### src/rtl/ysyx_axi4_master.sv
// Single-outstanding AXI4 master: turns a simple request/response port into AR/R or AW/W/B bursts.
// Responses are combinational from R/B handshakes; req_ready only while idle.
module ysyx_axi4_master #(
    parameter int XLEN = 32
) (
    input  logic            clock,
    input  logic            reset,

    input  logic            req_valid,
    output logic            req_ready,
    input  logic            req_we,
    input  logic [XLEN-1:0] req_addr,
    input  logic [2:0]      req_size,
    input  logic [7:0]      req_len,
    input  logic [XLEN-1:0] req_wdata,
    input  logic [3:0]      req_wstrb,

    output logic            rsp_valid,
    output logic [XLEN-1:0] rsp_rdata,
    output logic            rsp_last,
    output logic            rsp_err,

    output logic            arvalid,
    input  logic            arready,
    output logic [XLEN-1:0] araddr,
    output logic [7:0]      arlen,
    output logic [2:0]      arsize,
    output logic [1:0]      arburst,
    output logic [3:0]      arid,

    input  logic            rvalid,
    output logic            rready,
    input  logic [XLEN-1:0] rdata,
    input  logic [1:0]      rresp,
    input  logic            rlast,
    input  logic [3:0]      rid,

    output logic            awvalid,
    input  logic            awready,
    output logic [XLEN-1:0] awaddr,
    output logic [7:0]      awlen,
    output logic [2:0]      awsize,
    output logic [1:0]      awburst,
    output logic [3:0]      awid,

    output logic            wvalid,
    input  logic            wready,
    output logic [XLEN-1:0] wdata,
    output logic [3:0]      wstrb,
    output logic            wlast,

    input  logic            bvalid,
    output logic            bready,
    input  logic [1:0]      bresp,
    input  logic [3:0]      bid
);

    localparam logic [2:0] IDLE  = 3'd0;
    localparam logic [2:0] RADDR = 3'd1;
    localparam logic [2:0] RDATA = 3'd2;
    localparam logic [2:0] WREQ  = 3'd3;
    localparam logic [2:0] WRESP = 3'd4;

    logic [2:0]      r_state;
    logic [XLEN-1:0] r_addr;
    logic [2:0]      r_size;
    logic [7:0]      r_len;
    logic [XLEN-1:0] r_wdata;
    logic [3:0]      r_wstrb;
    logic            r_aw_done;
    logic            r_w_done;

    logic w_rbeat;
    logic w_bresp;
    logic w_aw_fire;
    logic w_w_fire;
    logic w_aw_next;
    logic w_w_next;
    logic w_unused;

    // IDs are single-valued here, so returned IDs carry no information.
    assign w_unused = ^{rid, bid};

    // Valid/ready outputs are gated by reset so they drop in the same cycle reset rises.
    assign req_ready = ~reset & (r_state == IDLE);
    assign arvalid   = ~reset & (r_state == RADDR);
    assign rready    = ~reset & (r_state == RDATA);
    assign awvalid   = ~reset & (r_state == WREQ) & ~r_aw_done;
    assign wvalid    = ~reset & (r_state == WREQ) & ~r_w_done;
    assign bready    = ~reset & (r_state == WRESP);

    assign w_rbeat   = rready & rvalid;
    assign w_bresp   = bready & bvalid;
    assign w_aw_fire = awvalid & awready;
    assign w_w_fire  = wvalid & wready;
    assign w_aw_next = r_aw_done | w_aw_fire;
    assign w_w_next  = r_w_done | w_w_fire;

    assign rsp_valid = w_rbeat | w_bresp;
    assign rsp_rdata = w_rbeat ? rdata : '0;
    assign rsp_last  = (w_rbeat & rlast) | w_bresp;
    assign rsp_err   = (w_rbeat & (rresp != 2'b00)) | (w_bresp & (bresp != 2'b00));

    assign araddr  = r_addr;
    assign arlen   = r_len;
    assign arsize  = r_size;
    assign arburst = 2'b01;
    assign arid    = 4'd0;
    assign awaddr  = r_addr;
    assign awlen   = 8'd0;
    assign awsize  = r_size;
    assign awburst = 2'b01;
    assign awid    = 4'd0;
    assign wdata   = r_wdata;
    assign wstrb   = r_wstrb;
    assign wlast   = 1'b1;

    always_ff @(posedge clock) begin
        if (reset) begin
            r_state   <= IDLE;
            r_aw_done <= 1'b0;
            r_w_done  <= 1'b0;
            r_addr    <= '0;
            r_size    <= 3'd0;
            r_len     <= 8'd0;
            r_wdata   <= '0;
            r_wstrb   <= 4'd0;
        end else begin
            case (r_state)
                IDLE: begin
                    if (req_valid) begin
                        r_addr    <= req_addr;
                        r_size    <= req_size;
                        r_len     <= req_we ? 8'd0 : req_len;
                        r_wdata   <= req_wdata;
                        r_wstrb   <= req_wstrb;
                        r_aw_done <= 1'b0;
                        r_w_done  <= 1'b0;
                        r_state   <= req_we ? WREQ : RADDR;
                    end
                end
                RADDR: begin
                    if (arready) r_state <= RDATA;
                end
                RDATA: begin
                    if (w_rbeat && rlast) r_state <= IDLE;
                end
                WREQ: begin
                    // AW and W complete independently; both must land before waiting on B.
                    if (w_aw_next && w_w_next) begin
                        r_aw_done <= 1'b0;
                        r_w_done  <= 1'b0;
                        r_state   <= WRESP;
                    end else begin
                        r_aw_done <= w_aw_next;
                        r_w_done  <= w_w_next;
                    end
                end
                WRESP: begin
                    if (w_bresp) r_state <= IDLE;
                end
                default: r_state <= IDLE;
            endcase
        end
    end

endmodule

### config.mk
export PLATFORM = sky130hd
export DESIGN_NAME = ysyx_axi4_master
export DESIGN_NICKNAME = d
export VERILOG_FILES = /design/src/rtl/ysyx_axi4_master.sv
export SDC_FILE = /design/constraint.sdc
export NUM_CORES = 1
export LEC_CHECK = 0
export ABC_AREA = 1
export CAP_MARGIN = 30
export CORE_AREA = 2 2 121 123
export CTS_CLUSTER_SIZE = 10
export DETAILED_ROUTE_END_ITERATION = 7
export DIE_AREA = 0 0 123 125
export PLACE_DENSITY = 0.7
export SKIP_CTS_REPAIR_TIMING = 1
export SYNTH_ARGS = -nofsm -noshare
export SYNTH_HDL_FRONTEND = slang
export SYNTH_SLANG_ARGS = --single-unit
### constraint.sdc
create_clock -name clock -period 2.1 [get_ports clock]
set_clock_uncertainty 0.2 [all_clocks]
set_input_delay 0.315 -clock clock [delete_from_list [all_inputs] [get_ports clock]]
set_output_delay 0.315 -clock clock [all_outputs]
set_load 0.01 [all_outputs]
# [Yosys cells after proc, flatten, opt, wreduce, memory -nomap -nowiden]
# Index checks and enable logic that the tools add are counted.
[totals] in_bits=133 wordCells=62 ff_bits=84
[classes] muxes=14 n_eq_ne=9 reduce_logical=9 bitwise=22
[ops] cell="$mux W32" n=1
[ops] cell="$mux W3" n=5
[ops] cell="$pmux W3 S5" n=1
[ops] cell="$and A1 B1 Y1" n=14
[ops] cell="$mux W8" n=1
[ops] cell="$eq A3 B2 Y1 const B" n=2
[ops] cell="$ne A2 B2 Y1 const B" n=3
[ops] cell="$reduce_bool A2 Y1" n=3
[ops] cell="$or A1 B1 Y1" n=5
[ops] cell="$reduce_and A5 Y1" n=1
[ops] cell="$ne A2 B1 Y1 const B" n=2
[ops] cell="$pmux W1 S2" n=2
[ops] cell="$reduce_and A2 Y1" n=2
[ops] cell="$eq A3 B1 Y1 const B" n=1
[ops] cell="$eq A3 B3 Y1 const B" n=1
[ops] cell="$logic_not A3 Y1" n=1
[ops] cell="$mux W1" n=3
[ops] cell="$not A1 Y1" n=3
[ops] cell="$logic_and A1 B1 Y1" n=2
[ops] cell="$mux W2" n=1

# [Depth between registers and ports, before layout]
# Gate-level depths: netlist of the first run.
[depth] word_depth=8 depth_mapped=10

# [Worst setup path before layout of the first run]
# No wires, ideal clock.
[synth_timing] kind="register to output" startpoint="reg r_state[0]" endpoint="out rsp_rdata[22]" slack_ps=207 stages_incl_launch_ff=8 t_required_ps=1585 t_arrival_ps=1378 cell_sequence="dfxtp_1 clkbuf_2 inv_1 nand3_1 nor2_1 nand2_1 buf_2 nor2_1"
[synth_between] elab_chain_len=4
[synth_rtl] element="from (decl)" line="64" rtl="logic [2:0] r_state;"
[synth_rtl] element="from (signal assigned)" line="139" rtl="r_state <= req_we ? WREQ : RADDR;"
[synth_rtl] element="$eq A3 B2 Y1" line="87" rtl="assign rready = ~reset & (r_state == RDATA);"
[synth_rtl] element="$and A1 B1 Y1" line="87"
[synth_rtl] element="via rready" line="32" rtl="output logic rready,"
[synth_rtl] element="$and A1 B1 Y1" line="92" rtl="assign w_rbeat = rready & rvalid;"
[synth_rtl] element="$mux W32" line="100" rtl="assign rsp_rdata = w_rbeat ? rdata : '0;"
[synth_rtl] element="to (decl)" line="19" rtl="output logic [XLEN-1:0] rsp_rdata,"
# The timed path passes the listed nets, and every way through them passes these cells.

# [Final worst setup path of the first run]
[layout_timing] startpoint="reg r_state[0]" endpoint="out rsp_err"
[layout_between] elab_chain_len=5 word_cells_on_any_way=9 classes_between="eq/ne (2); bitwise (7)"
[layout_rtl] element="$eq A3 B2 Y1 / $eq A3 B3 Y1 (equally long branches)" line="87, 90"
[layout_rtl] element="$and A1 B1 Y1, on equally long branches" line="87, 90"
[layout_rtl] element="$and A1 B1 Y1, on equally long branches" line="92, 93"
[layout_rtl] element="$and A1 B1 Y1" line="102" rtl="assign rsp_err = (w_rbeat & (rresp != 2'b00)) | (w_bresp & (bresp != 2'b00));"
[layout_rtl] element="$or A1 B1 Y1 (*)" line="102"
[layout_rtl] element="to (decl)" line="21" rtl="output logic rsp_err,"
# Mark *: on every way between the ends. The rest lies on a longest branch, timed or not.

==> reports/qor.txt, run 1 <==
Req. time, crit path - 1580 ps
Ant. Diodes - 0
number of global-route vias before repair - 4061
Rows - 44
RSZ-0062 raised after global routing - yes
Max-slew headroom - 60.5%
WHS - 196 ps
total power - 6.90 mW
CP startpoint kind - register
power per cell area - 965 nW/um^2
Initial DRC Count - 208
Die Footprint - 15400 um^2
Seq pwr share - 30.4%
final hold viol count - 0
number of synthesized flops with an enable pin - 0
final setup margin - 40.7 ps
status - complete, no violations
Syn Area/Cell - 7.07 um^2
clock sinks - 84
fin crit share - 98.1%
first-pass GRT wire length - 20300 um
Total Routing Usage GR - 16.6%
Root Driver - clkbuf_16
routability congestion estimate - 0.805
WL/cell - 14.5 um
Async S/R FF share, synth - 0%
peak supply drop - 0.515 mV
fmax - 486 MHz
min-delay src - reset
FILL cells - 1353
total wire length - 14300 um
Die Height - 125 um
DRC errors left - 0
TritonCTS clock tree - built
Tmin final - 2060 ps
crit path max fanout - 3
Final ANT Viol Nets - 0
total grt overflow - 0
Max-Cap Viols - 0
latest clock arrival within the worst-skew pair - 330 ps
Sw Ratio - 36.1%
Critical R2R Launch - r_state[0]$_SDFFE_PP0P_
Final Setup Violations - 0
Final Max Slew Viols - 0
FF+latch count, synth - 84
mapped cell area - 3950 um^2
Critical Path Source - r_state[0]$_SDFFE_PP0P_
Clock power frac - 22.8%
port bufs - 279
CTS Buf Count - 9
crit path DAT - 1540 ps
I/O pins - 309
synthesis-to-finish area growth - 81.0%
Post-synth top flop - dfxtp_1
P_sw - 2.49 mW
share of cells above drive strength 1 - 7.57%
Finished Core Util - 50.4%
Clock transition at path regs - 60 ps
H-tree depth - 3
Comb pwr share - 46.8%
Leak - 3.51 nW
Vias per Instance - 4.44
initial core utilization - 27.8%
core area - 14200 um^2
worst min path class - primary input to register
initial antenna violation count - 0
hpwl dp - 10100 um
Setup CP Type - register to output port
Worst Tran Pin Value - 592 ps
Syn Inst Count - 559
Cell variety after synth - 21
vias - 4392
DIE WIDTH - 123 um
P_int - 4.41 mW
Critical Path End Type - output port
sequential share of the synthesized area - 42.6%
worst-case clock buffer depth - 2
Nets - 935
detailed-router iteration count before antenna repair - 4
pre-CTS WS - -243 ps
pin count of the biggest net entering global routing - 81
Synth Warn # - 0
==> power by group through the flow <==
stage | logic (mW) | registers (mW) | clock network (mW)
after floorplan | 1.48 | 2.23 | 0
after global placement | 3.02 | 2.12 | 0
after detailed placement | 3.05 | 2.12 | 0
after CTS | 3.06 | 2.09 | 1.62
after global routing | 3.50 | 2.14 | 1.69
final | 3.23 | 2.10 | 1.57
==> registers in the layout, indices dropped and copies added (netlist names) <==
| register | flops |
|---|---|
| arlen | 8 |
| r_aw_done | 1 |
| r_w_done | 1 |
| arsize | 3 |
| r_state | 3 |
| wstrb | 4 |
| araddr | 32 |
| wdata | 32 |
==> through the flow <==
stage	TNS (ps)	cell area, um^2	cells
floorplan	0	4020	578
global route	-95.7	7150	990
global placement	-5340	6690	971
finish	0	7150	990
CTS	-14590	6980	986
detailed placement	-5650	6690	971
==> per-layer routing <==
metal  vias up  GRT usage [%]  part of all wire, %
met5         -              0                    0
met4         0           5.15                  1.3
met3        17           5.25                  9.7
met2       195           29.5                   49
met1      1978           18.7                   40
li1       2202              -                    -
==> worst paths after layout <==
kind	to	depth (start not counted)	slack, ps
setup / recovery	rsp_err	8	40
hold / removal	r_aw_done$_SDFFE_PP0P_	3	200
setup reg to reg	araddr[13]$_SDFFE_PP0P_	8	200
hold reg to reg	wdata[31]$_SDFFE_PP0P_	2	260
==> synth_stat cells, drive strengths merged (2+ instances only) <==
cell	number	area, um^2
dfxtp	84	1680
inv	52	195
o211ai	3	22.5
nand2	94	353
nor2	50	188
nand4	8	50.1
buf	66	469
clkbuf	30	114
nand3	79	395
conb	2	7.51
a21oi	81	405
o21ai	4	20.0
==> layout by cell type (no fill, tap or decap), drive strengths merged <==
cell type	instances
o21ai	4
dfxtp	84
o211ai	3
nand2	94
a211oi	1
nor3	1
inv	52
clkbuf	12
nand4	8
conb	21
nand3	79
bufinv	1
dlymetal6s2s	39
o31ai	1
clkinv	3
a21oi	81
o22ai	1
nor2	50
nor4	1
a31oi	1
clkinvlp	1
clkdlybuf4s50	236
buf	32
==> worst max-delay path, stage by stage (launching register included) <==
cell and delay, ps:
dfxtp_2 320, buf_4 140, nor2_4 80, nand2_2 80, nor2_4 120, nand2_2 70
buf_4 140, o22ai_2 120, buf_2 140
==> area by class of cell <==
type	count	area, um^2	area share, %
clock buffers	10	239	3.34
clock inverters	5	52.6	0.735
inverters	52	195	2.73
multi-input cells	346	1600	22.4
flip-flops and latches	84	1680	23.5
well taps	184	230	3.22
repair buffers	309	3150	44.0
==> kinds of logic after synthesis <==
group,synth area share [%]
AO/OA/AOI/OAI,12.0
other,0.190
AND/OR/NAND/NOR,25.5
flip-flops,42.6
buffers and inverters,19.7
No activity file was read; power rests on OpenSTA's default activity.
==> run 2, diff against run 1 <==
CELL_PAD_IN_SITES_DETAIL_PLACEMENT = 1   (was default)
CELL_PAD_IN_SITES_GLOBAL_PLACEMENT = 2   (was default)
CORE_AREA = default   (was 2 2 121 123)
CORE_ASPECT_RATIO = 1.1   (was default)
CORE_MARGIN = 5   (was default)
CORE_UTILIZATION = 16   (was default)
DIE_AREA = default   (was 0 0 123 125)
PLACE_DENSITY = default   (was 0.7)
PLACE_DENSITY_LB_ADDON = 0.1   (was default)
==> run 2 against run 1 <==
Against the previous run: maximum frequency decreased by 1.2%; first-iteration DRC count decreased by 59%; non-clock buffer count is 1 lower; via count up 3.4%; power is 1.1% higher; critical path depth shrank 2; worst setup slack lost 26 ps; sequential share of layout area is 0.45 points lower; die area increased by 82%; clock power shrank 3%; cell area grew 1.9%; critical path type unchanged; highest routed layer is now met5.
==> reports/qor.txt, run 2 (synthesis results as in run 1) <==
total grt overflow - 0 (unchanged)
number of global-route vias before repair - 4737 (+17%)
RSZ-0062 raised after global routing - yes
Final Setup Violations - 0 (unchanged)
TritonCTS clock tree - built
Total Routing Usage GR - 12.2% (-4.4 points)
peak supply drop - 0.392 mV (-24%)
pre-CTS WS - -284 ps (-41.1 ps)
initial core utilization - 16.2% (-12 points)
Clock transition at path regs - 70 ps (about the same)
clock sinks - 84 (unchanged)
Seq pwr share - 30.3% (about the same)
vias - 4543 (+3.4%)
DIE WIDTH - 160 um (+30%)
Comb pwr share - 47.8% (+1.0 points)
power per cell area - 956 nW/um^2 (-0.87%)
status - complete, no violations
Critical Path End Type - output port
Ant. Diodes - 0 (unchanged)
non-filler cells, final - 1116 (+13%)
Rows - 60 (+36%)
Final ANT Viol Nets - 0 (unchanged)
core area - 24400 um^2 (+72%)
Tmin final - 2090 ps (+25.8 ps)
multi-input logic area - 1630 um^2 (+2.0%)
final setup margin - 14.9 ps (-25.8 ps)
FF+latch area - 1680 um^2 (unchanged)
Die Height - 175 um (+40%)
detailed-router iteration count before antenna repair - 4 (unchanged)
synthesis-to-finish area growth - 84.5%
Req. time, crit path - 1580 ps (about the same)
crit path DAT - 1570 ps (+30 ps)
latest clock arrival within the worst-skew pair - 330 ps (about the same)
CP startpoint kind - register
I/O pins - 309 (unchanged)
H-tree depth - 3 (unchanged)
fmax - 480 MHz (-1.2%)
crit path max fanout - 6 (+3)
Clock power frac - 21.9% (-0.9 points)
hpwl dp - 13300 um (+32%)
Setup CP Type - register to output port
Final Max Slew Viols - 0 (unchanged)
P_sw - 2.70 mW (+8.5%)
routability congestion estimate - 0.705 (-12%)
dpl cells - 1095 (+13%)
first-pass GRT wire length - 27500 um (+35%)
initial antenna violation count - 1 (+1)
Vias per Instance - 4.07 (-8.2%)
fin crit share - 99.3% (+1.2 points)
Leak - 3.41 nW (-2.7%)
Sw Ratio - 38.7% (+2.7 points)
FILL cells - 2911 (+120%)
Die Footprint - 27900 um^2 (+82%)
total wire length - 18900 um (+32%)
CTS Buf Count - 9 (unchanged)
Initial DRC Count - 85 (-59%)
Max-Cap Viols - 0 (unchanged)
Nets - 934 (-0.11%)
worst min path class - primary input to register
DRC errors left - 0 (unchanged)
worst-case clock buffer depth - 2 (unchanged)
pin count of the biggest net entering global routing - 81 (unchanged)
port bufs - 279 (unchanged)
share of cells above drive strength 1 - 8.31% (+0.74 points)
commonest non-fill, non-tap cell in the layout - clkdlybuf4s50_1
Root Driver - clkbuf_16
Worst Tran Pin Value - 791 ps (+199 ps)
WL/cell - 16.9 um (+17%)
P_int - 4.27 mW (-3.2%)
final hold viol count - 0 (unchanged)
commonest cells after routing, fill and taps aside - clkdlybuf4s50_1 (237), nand2_1 (90), dfxtp_1 (82), a21oi_1 (81), nand3_1 (78)
Max-slew headroom - 47.3% (-13 points)
-- run 2: critical path, cell delays in order (launching register included) --
cell and delay [ps]:
dfxtp_2 390, nand3_4 110, nor2_4 100, nand2_2 80, buf_4 160, o21ai_0 180, dlymetal6s2s_1 210
-- run 2: layout make-up --
| class | instances | share of cell area, % |
|---|---|---|
| Timing Repair Buffer | 308 | 42.7 |
| Sequential cell | 84 | 23.1 |
| Multi-Input combinational cell | 346 | 22.4 |
| Tap cell | 310 | 5.32 |
| Clock buffer | 10 | 3.14 |
| Inverter | 52 | 2.68 |
| Clock inverter | 6 | 0.652 |
-- run 2: final timing paths --
| check | startpoint | endpoint | slack [ps] | cells after the start |
|---|---|---|---|---|
| setup / recovery | r_state[1]$_SDFFE_PP0P_ | rsp_last | 10 | 6 |
| hold / removal | req_valid | arlen[5]$_SDFFE_PP0P_ | 160 | 3 |
| hold reg to reg | wdata[25]$_SDFFE_PP0P_ | wdata[25]$_SDFFE_PP0P_ | 260 | 2 |
| setup reg to reg | r_state[0]$_SDFFE_PP0P_ | araddr[28]$_SDFFE_PP0P_ | 140 | 8 |
-- run 2: per-layer routing --
layer,vias to the layer above,wire [um],GRT usage [%]
met5,-,13,0
met4,2,228,3.23
met3,15,1530,5.14
met2,191,8740,20.2
met1,2135,8390,14.7
li1,2200,-,-
-- run 2: metrics by stage --
step	TNS [ps]	hold slack (ps)	cell area, um^2	power (mW)	util (%)
final	0	160	7290	6.97	29.9
after global routing	-134	159	7290	7.46	29.9
after CTS	-16880	163	7100	6.90	29.1
after detailed placement	-6730	257	6830	5.31	28.0
after global placement	-5750	248	6830	5.26	28.0
after floorplan	0	275	4020	3.71	-
-- run 2: power by group through the flow --
stage,clock (mW),combinational [mW],sequential (mW)
finish,1.52,3.33,2.11
global route,1.66,3.64,2.16
CTS,1.62,3.18,2.10
detailed placement,0,3.17,2.13
global placement,0,3.15,2.12
floorplan,0,1.48,2.23
